File: config.mk
export PLATFORM = sky130hd
export DESIGN_NAME = spi_sram_ctrl_flat
export DESIGN_NICKNAME = d
export VERILOG_FILES = /design/src/rtl/spi_sram_ctrl_if.sv /design/src/rtl/spi_sram_ctrl.sv /design/src/flat_wrapper.sv
export SDC_FILE = /design/constraint.sdc
export NUM_CORES = 1
export LEC_CHECK = 0
export BUFFER_PORTS_ARGS = -buffer_cell sky130_fd_sc_hd__buf_4
export CAP_MARGIN = 10
export CELL_PAD_IN_SITES_DETAIL_PLACEMENT = 1
export CELL_PAD_IN_SITES_GLOBAL_PLACEMENT = 1
export CORE_MARGIN = 5
export CORE_UTILIZATION = 49
export CTS_BUF_LIST = sky130_fd_sc_hd__clkbuf_8
export CTS_CLUSTER_DIAMETER = 50
export CTS_CLUSTER_SIZE = 40
export DETAILED_ROUTE_END_ITERATION = 7
export PLACE_DENSITY = 0.9
export SYNTH_ARGS = -nofsm -noshare
export SYNTH_HDL_FRONTEND = slang
export SYNTH_SLANG_ARGS = --single-unit
File: constraint.sdc
create_clock -name clk -period 4.6 [get_ports clk]
set_input_delay 0 -clock clk [delete_from_list [all_inputs] [get_ports clk]]
set_output_delay 0 -clock clk [all_outputs]
set_load 0.02 [all_outputs]
File: src/rtl/spi_sram_ctrl_if.sv
// spi_sram_ctrl_if: request/response bus and SRAM pins for spi_sram_ctrl
interface spi_sram_ctrl_if #(parameter int ADDR_W = 17);
  logic req, we;
  logic [2:0] funct3;
  logic [ADDR_W-1:0] addr;
  logic [31:0] wdata, rdata;
  logic busy, valid, so, si, sclk, sram_ce;
  modport master (output req, we, funct3, addr, wdata, so, input rdata, busy, valid, si, sclk, sram_ce);
  modport slave (input req, we, funct3, addr, wdata, so, output rdata, busy, valid, si, sclk, sram_ce);
endinterface

File: src/rtl/spi_sram_ctrl.sv
// spi_sram_ctrl: one load/store as a mode-0 SPI SRAM READ/WRITE frame.
// SRAM_MODE_INIT_EN: send WRMR 0x40 after reset before accepting requests.
module spi_sram_ctrl #(
  parameter int CLK_DIV = 1,
  parameter int ADDR_W = 17
) (
  input logic clk,
  input logic reset,
  spi_sram_ctrl_if.slave bus
);
`ifdef SRAM_MODE_INIT_EN
  typedef enum logic [1:0] {IDLE, SHIFT, DONE, INIT} state_t;
  localparam state_t RST_S = INIT;
`else
  typedef enum logic [1:0] {IDLE, SHIFT, DONE} state_t;
  localparam state_t RST_S = IDLE;
`endif
  localparam int DW = (CLK_DIV > 1) ? $clog2(CLK_DIV) : 1;
  state_t state_q, state_d;
  logic [DW-1:0] div_q;
  logic [6:0] bit_q, nb_q;
  logic sclk_q, we_q, init_q;
  logic [2:0] f3_q;
  logic [63:0] sh_q;
  logic [31:0] rx_q, rdata_q, ld, w;
  logic [15:0] h;
  logic [7:0] b;
  logic tick, last, accept;
  assign tick = div_q == DW'(CLK_DIV - 1);
  assign last = state_q == SHIFT && tick && sclk_q && bit_q == nb_q - 7'd1;
  assign accept = state_q == IDLE && bus.req;
  // rx_q holds bytes in arrival order; byte-swap to little-endian
  assign b = rx_q[7:0];
  assign h = {rx_q[7:0], rx_q[15:8]};
  assign w = {rx_q[7:0], rx_q[15:8], rx_q[23:16], rx_q[31:24]};
  assign ld = f3_q[1] ? w :
              f3_q[0] ? {{16{h[15] & ~f3_q[2]}}, h} : {{24{b[7] & ~f3_q[2]}}, b};
  always_ff @(posedge clk or negedge reset)
    if (!reset) state_q <= RST_S;
    else state_q <= state_d;
  always_comb begin
    state_d = IDLE;
    case (state_q)
      IDLE: state_d = bus.req ? SHIFT : IDLE;
      SHIFT: state_d = last ? DONE : SHIFT;
`ifdef SRAM_MODE_INIT_EN
      INIT: state_d = SHIFT;
`endif
      default: state_d = IDLE;
    endcase
  end
  always_comb begin
    bus.busy = state_q != IDLE;
    bus.sram_ce = state_q != SHIFT;
    bus.sclk = sclk_q;
    bus.si = state_q == SHIFT && sh_q[63];
    bus.valid = state_q == DONE && !init_q;
    bus.rdata = rdata_q;
  end
  always_ff @(posedge clk or negedge reset)
    if (!reset) begin
      div_q <= '0;
      bit_q <= '0;
      nb_q <= '0;
      sclk_q <= 1'b0;
      we_q <= 1'b0;
      init_q <= 1'b0;
      f3_q <= '0;
      sh_q <= '0;
      rx_q <= '0;
      rdata_q <= '0;
    end else begin
      if (state_q != SHIFT) begin
        div_q <= '0;
        bit_q <= '0;
        sclk_q <= 1'b0;
      end else if (tick) begin
        div_q <= '0;
        sclk_q <= !sclk_q;
        if (!sclk_q) rx_q <= {rx_q[30:0], bus.so};
        else begin
          sh_q <= sh_q << 1;
          bit_q <= bit_q + 7'd1;
        end
      end else div_q <= div_q + 1'b1;
      if (accept) begin
        we_q <= bus.we;
        f3_q <= bus.funct3;
        init_q <= 1'b0;
        nb_q <= bus.funct3[1:0] == 2'b00 ? 7'd40 : bus.funct3[1:0] == 2'b01 ? 7'd48 : 7'd64;
        sh_q <= {bus.we ? 8'h02 : 8'h03, 24'(bus.addr),
                 bus.we ? {bus.wdata[7:0], bus.wdata[15:8], bus.wdata[23:16], bus.wdata[31:24]} : 32'h0};
      end
`ifdef SRAM_MODE_INIT_EN
      if (state_q == INIT) begin
        init_q <= 1'b1;
        nb_q <= 7'd16;
        sh_q <= {16'h0140, 48'h0};
      end
`endif
      if (last && !we_q && !init_q) rdata_q <= ld;
    end
endmodule

File: src/flat_wrapper.sv
// flat-port wrapper written by rule: the top's interface ports become plain ports
module spi_sram_ctrl_flat 
#(
  parameter int CLK_DIV = 1,
  parameter int ADDR_W = 17
)
  (clk, reset, bus_req, bus_we, bus_funct3, bus_addr, bus_wdata, bus_so, bus_rdata, bus_busy, bus_valid, bus_si, bus_sclk, bus_sram_ce);
  spi_sram_ctrl_if #(.ADDR_W(ADDR_W)) bus_i ();
  input logic clk;
  input logic reset;
  input wire logic [$bits(bus_i.req)-1:0] bus_req;
  input wire logic [$bits(bus_i.we)-1:0] bus_we;
  input wire logic [$bits(bus_i.funct3)-1:0] bus_funct3;
  input wire logic [$bits(bus_i.addr)-1:0] bus_addr;
  input wire logic [$bits(bus_i.wdata)-1:0] bus_wdata;
  input wire logic [$bits(bus_i.so)-1:0] bus_so;
  output wire logic [$bits(bus_i.rdata)-1:0] bus_rdata;
  output wire logic [$bits(bus_i.busy)-1:0] bus_busy;
  output wire logic [$bits(bus_i.valid)-1:0] bus_valid;
  output wire logic [$bits(bus_i.si)-1:0] bus_si;
  output wire logic [$bits(bus_i.sclk)-1:0] bus_sclk;
  output wire logic [$bits(bus_i.sram_ce)-1:0] bus_sram_ce;
  assign bus_i.req = bus_req;
  assign bus_i.we = bus_we;
  assign bus_i.funct3 = bus_funct3;
  assign bus_i.addr = bus_addr;
  assign bus_i.wdata = bus_wdata;
  assign bus_i.so = bus_so;
  assign bus_rdata = bus_i.rdata;
  assign bus_busy = bus_i.busy;
  assign bus_valid = bus_i.valid;
  assign bus_si = bus_i.si;
  assign bus_sclk = bus_i.sclk;
  assign bus_sram_ce = bus_i.sram_ce;
  spi_sram_ctrl #(.CLK_DIV(CLK_DIV), .ADDR_W(ADDR_W)) u_core (.clk(clk), .reset(reset), .bus(bus_i));
endmodule
==> out/results.tsv, run 1 <==
metric	value	unit
outcome	completed	
critical_path_class	register to register	
simple_gate_portion_of_the_synthesized_area	0.125	
postSynthNetCount	694	
clk-insertion-delay-late	470	ps
cts_tree	done	
drtAntennaViolNets	0	
muxShareOfSynthArea	0.123	
synthDominantCellAreaShare	0.570	
yosys_register_bits	146	
synth.distinct_cells	34	
final_period_utilization	0.624	
synth-edff-count	0	
setup_skew_after_layout	22.2	ps
grt_antenna_before_repair	1	
grtUsageTotal	0.298	
final.setup.tns	0	ps
setup-violations-final	0	
layout.filler_cells	1406	
post_synth_main_area_contributors	dfrtp_1 (57%), mux2_2 (8.3%), nand2_1 (7.7%), a21oi_1 (5.4%), mux2i_1 (3.9%)	
holdCritPathClass	input port to asynchronous set/reset pin	
netlist.top_cell.by_area	dfrtp_1	
die_w	124	microns
multi_input_comb_area	2490	sq um
synth_top_flop_cell	dfrtp_1	
detailedRoute.firstPassIterationCount	5	
globalRoute.totalOverflow	0	
synthesis.area_per_instance	10.1	sq um
critPathArrivalTime	3200	ps
max_slew_margin	0.279	
routed_length_per_placed_instance	24.0	microns
io_pins	94	
ir_drop	0.000285	V
r2r_slack	1730	ps
critical_path_peak_fanout	50	
vias	5586	
critical_path_required	4930	ps
route.detailed.vias_per_inst	5.87	
cts_sinks	146	
drv_cap	0	
largest_family_of_logic_cells_by_synthesized_area	simple AND/OR/NAND/NOR gates	
design.core.area	12700	sq um
post_synth_inst_count	635	
drc	0	
finalWorstSetupSlack	1730	ps
synth-async-reset-ratio	1.00	
timing_hold_violations_final	0	
most_instantiated_cells_after_synthesis	dfrtp_1 (146), nand2_1 (132), a21oi_1 (69)	
clk_pin_slew	100	ps
type_of_destination_of_the_critical_path	register	
synth.most_common_cell	dfrtp_1	
area_delta_synth_final	27.6	%
clk_root_buffer_cell	clkbuf_8	
p_leak	3.74	nW
pre_cts_ws	1960	ps
fin_nets	824	
gp_congestion	0.798	
worst_pin_slew	1080	ps
grt_max_degree	95	
first_global_vias	6404	
initial_core_util	0.504	
finalCriticalPeriod	2870	ps
grt_setup_unrepaired	no	
synth-adder-area-share	0.00390	
timing.fmax	349	MHz
xor_and_xnor_fraction_of_the_mapped_netlist_area	0.0137	
total_die_area	15500	sq um
layout-drive-gt1-share	0.235	
synth_compound_area_frac	0.121	
place.detailed.hpwl	11600	microns
ctsHtreeMaxLevel	4	
ff_latch_area	3650	sq um
finalMaxSlewViolations	0	
seq_area_frac_synth	0.570	
cp-start-kind	register	
synthesis.area	6410	sq um
final_worst_hold_slack	165	ps
row_count	41	
io_buffers	93	
cts_max_path_buffers	2	
die-height	124	microns
numCtsBuffers	17	
routed_wirelength	22800	microns
power_density	680	nW/um^2
drt_iter0_drc	403	
grt_pass1_wl	36100	microns
synthesis_warning_total	0	
==> layout by cell type (no fill, tap or decap), drive strengths merged <==
master | Yosys | layout
a31oi | 33 | 33
nand4 | 3 | 3
mux2i | 25 | 25
dfrtp | 146 | 146
inv | 21 | 22
xor2 | 5 | 5
or3b | 1 | 1
nor2 | 40 | 40
nand3b | 2 | 2
ha | 2 | 2
clkinvlp | 0 | 2
nor4 | 2 | 2
a21oi | 69 | 69
nand2b | 1 | 1
clkinv | 0 | 5
clkbuf | 35 | 21
diode | 0 | 1
xnor2 | 5 | 5
nand3 | 2 | 2
nand2 | 132 | 132
buf | 11 | 101
and3 | 1 | 1
nor3 | 1 | 1
and3b | 1 | 1
or2 | 1 | 1
o22ai | 15 | 15
o21ai | 26 | 26
mux2 | 48 | 48
or3 | 3 | 3
nor3b | 2 | 2
bufinv | 0 | 3
nor2b | 1 | 1
dlygate4sd3 | 0 | 56
and2 | 1 | 1
==> sequential cells by signal, summed over array words and instances (netlist names) <==
| signal | cells |
|---|---|
| u_core.sh_q | 64 |
| u_core.state_q | 2 |
| u_core.nb_q | 4 |
| u_core.bus.rdata | 32 |
| u_core.bit_q | 7 |
| u_core.bus.sclk | 1 |
| u_core.we_q | 1 |
| u_core.rx_q | 32 |
| u_core.f3_q | 3 |
==> report_power, final <==
part / internal (mW) / switching [mW] / leakage (nW)
logic: 0.850 / 1.38 / 1.66
registers: 1.75 / 0.472 / 1.86
clock network: 0.588 / 0.527 / 0.219
total: 3.19 / 2.38 / 3.74
==> through the flow <==
step | std cells | total power, mW | cell area [sq um] | util
2_1_floorplan | 635 | 3.50 | 6410 | -
3_3_place_gp | 862 | 3.94 | 7200 | 0.566
3_5_place_dp | 862 | 4.16 | 7200 | 0.566
4_1_cts | 950 | 5.34 | 8180 | 0.643
5_1_grt | 951 | 5.85 | 8180 | 0.643
6_report | 951 | 5.57 | 8180 | 0.643
==> area by class of cell <==
type	instances	area share
Clock inverter	11	0.0164
Timing Repair Buffer	157	0.162
Multi-Input combinational cell	422	0.304
Tap cell	172	0.0263
Clock buffer	21	0.0353
Sequential cell	146	0.446
Inverter	21	0.00963
Antenna cell	1	0.000306
==> kinds of logic after synthesis <==
group,Yosys count
AND/OR/NAND/NOR,194
XOR/XNOR,10
flip-flops,146
AO/OA/AOI/OAI,143
adder cells (fa/ha/maj),2
buffers and inverters,67
multiplexers,73
==> timing repair <==
item	4_1_cts	5_1_grt
setup buffers	0	0
endpoints found under the hold margin	146	0
hold buffers	56	0
gates resized for setup	0	0
endpoints found under the setup margin	0	0
==> layer usage <==
metal	GRT usage	part of all wire	vias up	wire (microns)
met1	0.321	0.37	2852	8550
met3	0.0755	0.048	91	1100
met4	0.166	0.057	0	1310
met5	0	0	-	0
li1	-	-	2424	-
met2	0.532	0.52	219	11900
==> path summary, 6_finish.rpt <==
check / from / end / depth (start not counted)
setup / recovery: u_core.bus.sclk / u_core.bus.rdata[6] / 6
setup reg to reg: u_core.bus.sclk / u_core.bus.rdata[6] / 6
hold reg to reg: u_core.bus.rdata[11] / u_core.bus.rdata[11] / 1
hold / removal: reset / u_core.sh_q[35] / 2
max in group asynchronous: reset / u_core.sh_q[10] / 3
min in group clk: bus_req / u_core.sh_q[61] / 5
==> critical path: stages (launching register included) <==
cell and delay (ps):
dfrtp_1 570, and3b_1 220, buf_4 450, nand4_1 310
nor4_4 280, buf_4 480, mux2_2 400
Note: power is estimated with default switching activity, not from simulation.
==> run 2: changes to the inputs <==
--- a/config.mk
+++ b/config.mk
@@ -10,12 +10,12 @@
 export CELL_PAD_IN_SITES_DETAIL_PLACEMENT = 1
 export CELL_PAD_IN_SITES_GLOBAL_PLACEMENT = 1
 export CORE_MARGIN = 5
-export CORE_UTILIZATION = 49
+export CORE_UTILIZATION = 41
 export CTS_BUF_LIST = sky130_fd_sc_hd__clkbuf_8
 export CTS_CLUSTER_DIAMETER = 50
 export CTS_CLUSTER_SIZE = 40
 export DETAILED_ROUTE_END_ITERATION = 7
-export PLACE_DENSITY = 0.9
+export PLACE_DENSITY = 0.8
 export SYNTH_ARGS = -nofsm -noshare
 export SYNTH_HDL_FRONTEND = slang
 export SYNTH_SLANG_ARGS = --single-unit
==> constraint.sdc (replaced) <==
create_clock -name clk -period 2.6 [get_ports clk]
set_input_delay 0 -clock clk [delete_from_list [all_inputs] [get_ports clk]]
set_output_delay 0 -clock clk [all_outputs]
set_load 0.02 [all_outputs]
==> out/results.tsv, run 2 (synthesized netlist as in run 1, its figures left out) <==
metric	value	unit	change
outcome	completed		
type_of_destination_of_the_critical_path	register		
timing.fmax	399	MHz	+14%
cts_max_path_buffers	2		unchanged
clkPwrFrac	0.203		+0.003
total_die_area	18200	sq um	+18%
timing.critical_path.mode_cell	dlygate4sd3_1		
fin_nets	836		+1.5%
finalMaxSlewViolations	0		unchanged
worst_r2r_startpoint	u_core.state_q[0]		
crit_path_top_delay_cell	dlygate4sd3_1		
grt_pass1_wl	30300	microns	-16%
cpPeakStageDelay	580	ps	about the same
worstPathCellList	or2_2 -> nor2_2 -> nand2_1 -> dlygate4sd3_1 -> o21ai_0 -> dlygate4sd3_1		
grtUsageTotal	0.211		-0.0872
worst_pin_slew	1010	ps	-66.6 ps
finalCriticalPeriod	2510	ps	-361 ps
initial_core_util	0.420		-0.0838
p_leak	3.78	nW	+1.3%
grt_setup_unrepaired	no		
largest_reg_flops	64		unchanged
worst_path_dominant_cell_family	buffers and inverters		
drt_iter0_drc	247		-39%
holdCritPathClass	input port to asynchronous set/reset pin		
layout-drive-gt1-share	0.243		+0.00782
intPower	5.66	mW	+77%
place.detailed.instances	909		+5.5%
cp-start-kind	register		
setup-violations-final	0		unchanged
largest-register	u_core.sh_q		
critPathArrivalTime	2900	ps	-300 ps
worstRegToRegCells	6		unchanged
drv_cap	0		unchanged
clk_root_buffer_cell	clkbuf_8		
pwr-share-comb	0.394		-0.007
setup_skew_after_layout	18.9	ps	-3.26 ps
io_buffers	93		unchanged
critical_path_class	register to register		
die-height	135	microns	+8.6%
p_switching	3.81	mW	+60%
p_seq_frac	0.403		+0.004
route.detailed.vias_per_inst	5.32		-9.4%
grt_max_degree	84		-12%
critical_path_required	2990	ps	-1940 ps
vias	5334		-4.5%
clk-insertion-delay-late	460	ps	about the same
finish.cell_count_without_fillers	1002		+5.4%
area_delta_synth_final	30.4	%	
io_pins	94		unchanged
multi_input_comb_area	2490	sq um	unchanged
final_cell_mix	dfrtp_1 (146), nand2_1 (132), buf_4 (106), a21oi_1 (69), dlygate4sd3_1 (60)		
cts_sinks	146		unchanged
drtAntennaViolNets	0		unchanged
row_count	45		+9.8%
gp_congestion	0.784		-1.7%
total_power	9.47	mW	+70%
routed_wirelength	18500	microns	-19%
swShare	0.403		-0.0245
routed_length_per_placed_instance	18.4	microns	-23%
grt_antenna_before_repair	1		unchanged
cp.buffers_inverters	2		unchanged
detailedRoute.firstPassIterationCount	4		-1
cts_tree	done		
first_global_vias	5853		-8.6%
design.core.area	15300	sq um	+20%
power_density	1130	nW/um^2	+67%
ff_latch_area	3650	sq um	unchanged
final_period_utilization	0.965		+0.341
drc	0		unchanged
globalRoute.totalOverflow	0		unchanged
place.detailed.hpwl	11000	microns	-5.1%
final.setup.tns	0	ps	unchanged
ir_drop	0.000509	V	+79%
r2r_slack	90	ps	-1640 ps
timing_hold_violations_final	0		unchanged
max_slew_margin	0.323		+0.0444
layout_commonest_cell	dfrtp_1		
clk_pin_slew	90	ps	about the same
critical_path_peak_fanout	8		-84%
ctsHtreeMaxLevel	4		unchanged
reg2reg_to	u_core.f3_q[2]		
die_w	135	microns	+8.6%
layout.filler_cells	1630		+16%
numCtsBuffers	17		unchanged
## run 2: cell types whose count changed in the layout (fill, tap and decap cells not counted), moves of 2 or more
| cell | delta |
|---|---|
| clkinv_4 | +3 |
| buf_4 | +6 |
| dlygate4sd3_1 | +4 |
| buf_12 | +2 |
| clkbuf_8 | -3 |
| inv_6 | +4 |
| clkinv_2 | -5 |
## run 2: stage by stage
stage	instance area (sq um)	hold slack [ps]	util	setup slack [ps]
floorplan	6410	-296	-	637
global placement	7330	48.5	0.480	595
detailed placement	7330	63.2	0.480	426
CTS	8360	135	0.548	68.2
global route	8360	167	0.548	17.6
finish	8360	133	0.548	92.0
## run 2: routing by layer
layer | track usage | up-vias | part of all wire
met2 | 0.373 | 146 | 0.53
met1 | 0.252 | 2697 | 0.41
met5 | 0 | - | 0
li1 | - | 2446 | -
met4 | 0.0879 | 0 | 0.029
met3 | 0.0410 | 45 | 0.035
## run 2: power groups by stage
stage                     Clock [mW]  Sequential (mW)  Combinational [mW]
final                           1.92             3.82                3.74
after global routing            2.06             3.91                4.13
after CTS                       1.94             3.79                3.71
after detailed placement           0             3.81                3.56
after global placement             0             3.73                3.35
after floorplan                    0             3.62                2.59
## run 2: repair_timing
item	4_1_cts	5_1_grt
setup buffers	0	0
setup endpoints to repair	0	1
hold endpoints to repair	128	0
hold buffers	60	0
gates resized for setup	0	1
## run 2: how the worst max path moves through the flow
| stage | depth (start not counted) | to | start | slack (ps) |
|---|---|---|---|---|
| final | 6 | u_core.f3_q[2] | u_core.state_q[0] | 90 |
| after global routing | 6 | u_core.f3_q[2] | u_core.state_q[0] | 20 |
| after CTS | 6 | u_core.f3_q[2] | u_core.state_q[0] | 70 |
| after detailed placement | 7 | u_core.bus.rdata[5] | u_core.nb_q[3] | 430 |
| after global placement | 7 | u_core.bus.rdata[2] | u_core.nb_q[3] | 600 |
| after floorplan | 7 | u_core.bus.rdata[10] | u_core.nb_q[3] | 640 |
## run 2: worst reg2reg max path: cells and delay by family, from the launching register on
family                 cells  cell delay (ps)
and+or+nand+nor            3              740
AOI/OAI and AO/OA          1               90
DFF                        1              470
buffers and inverters      2             1140
## run 2: final cells by class
cell class	instances	share of cell area
sequential	146	0.437
multi-input combinational	422	0.298
timing repair buffer	169	0.173
tap	211	0.0316
clock buffer	18	0.0296
clock inverter	14	0.0213
inverter	21	0.00943
antenna	1	0.000299
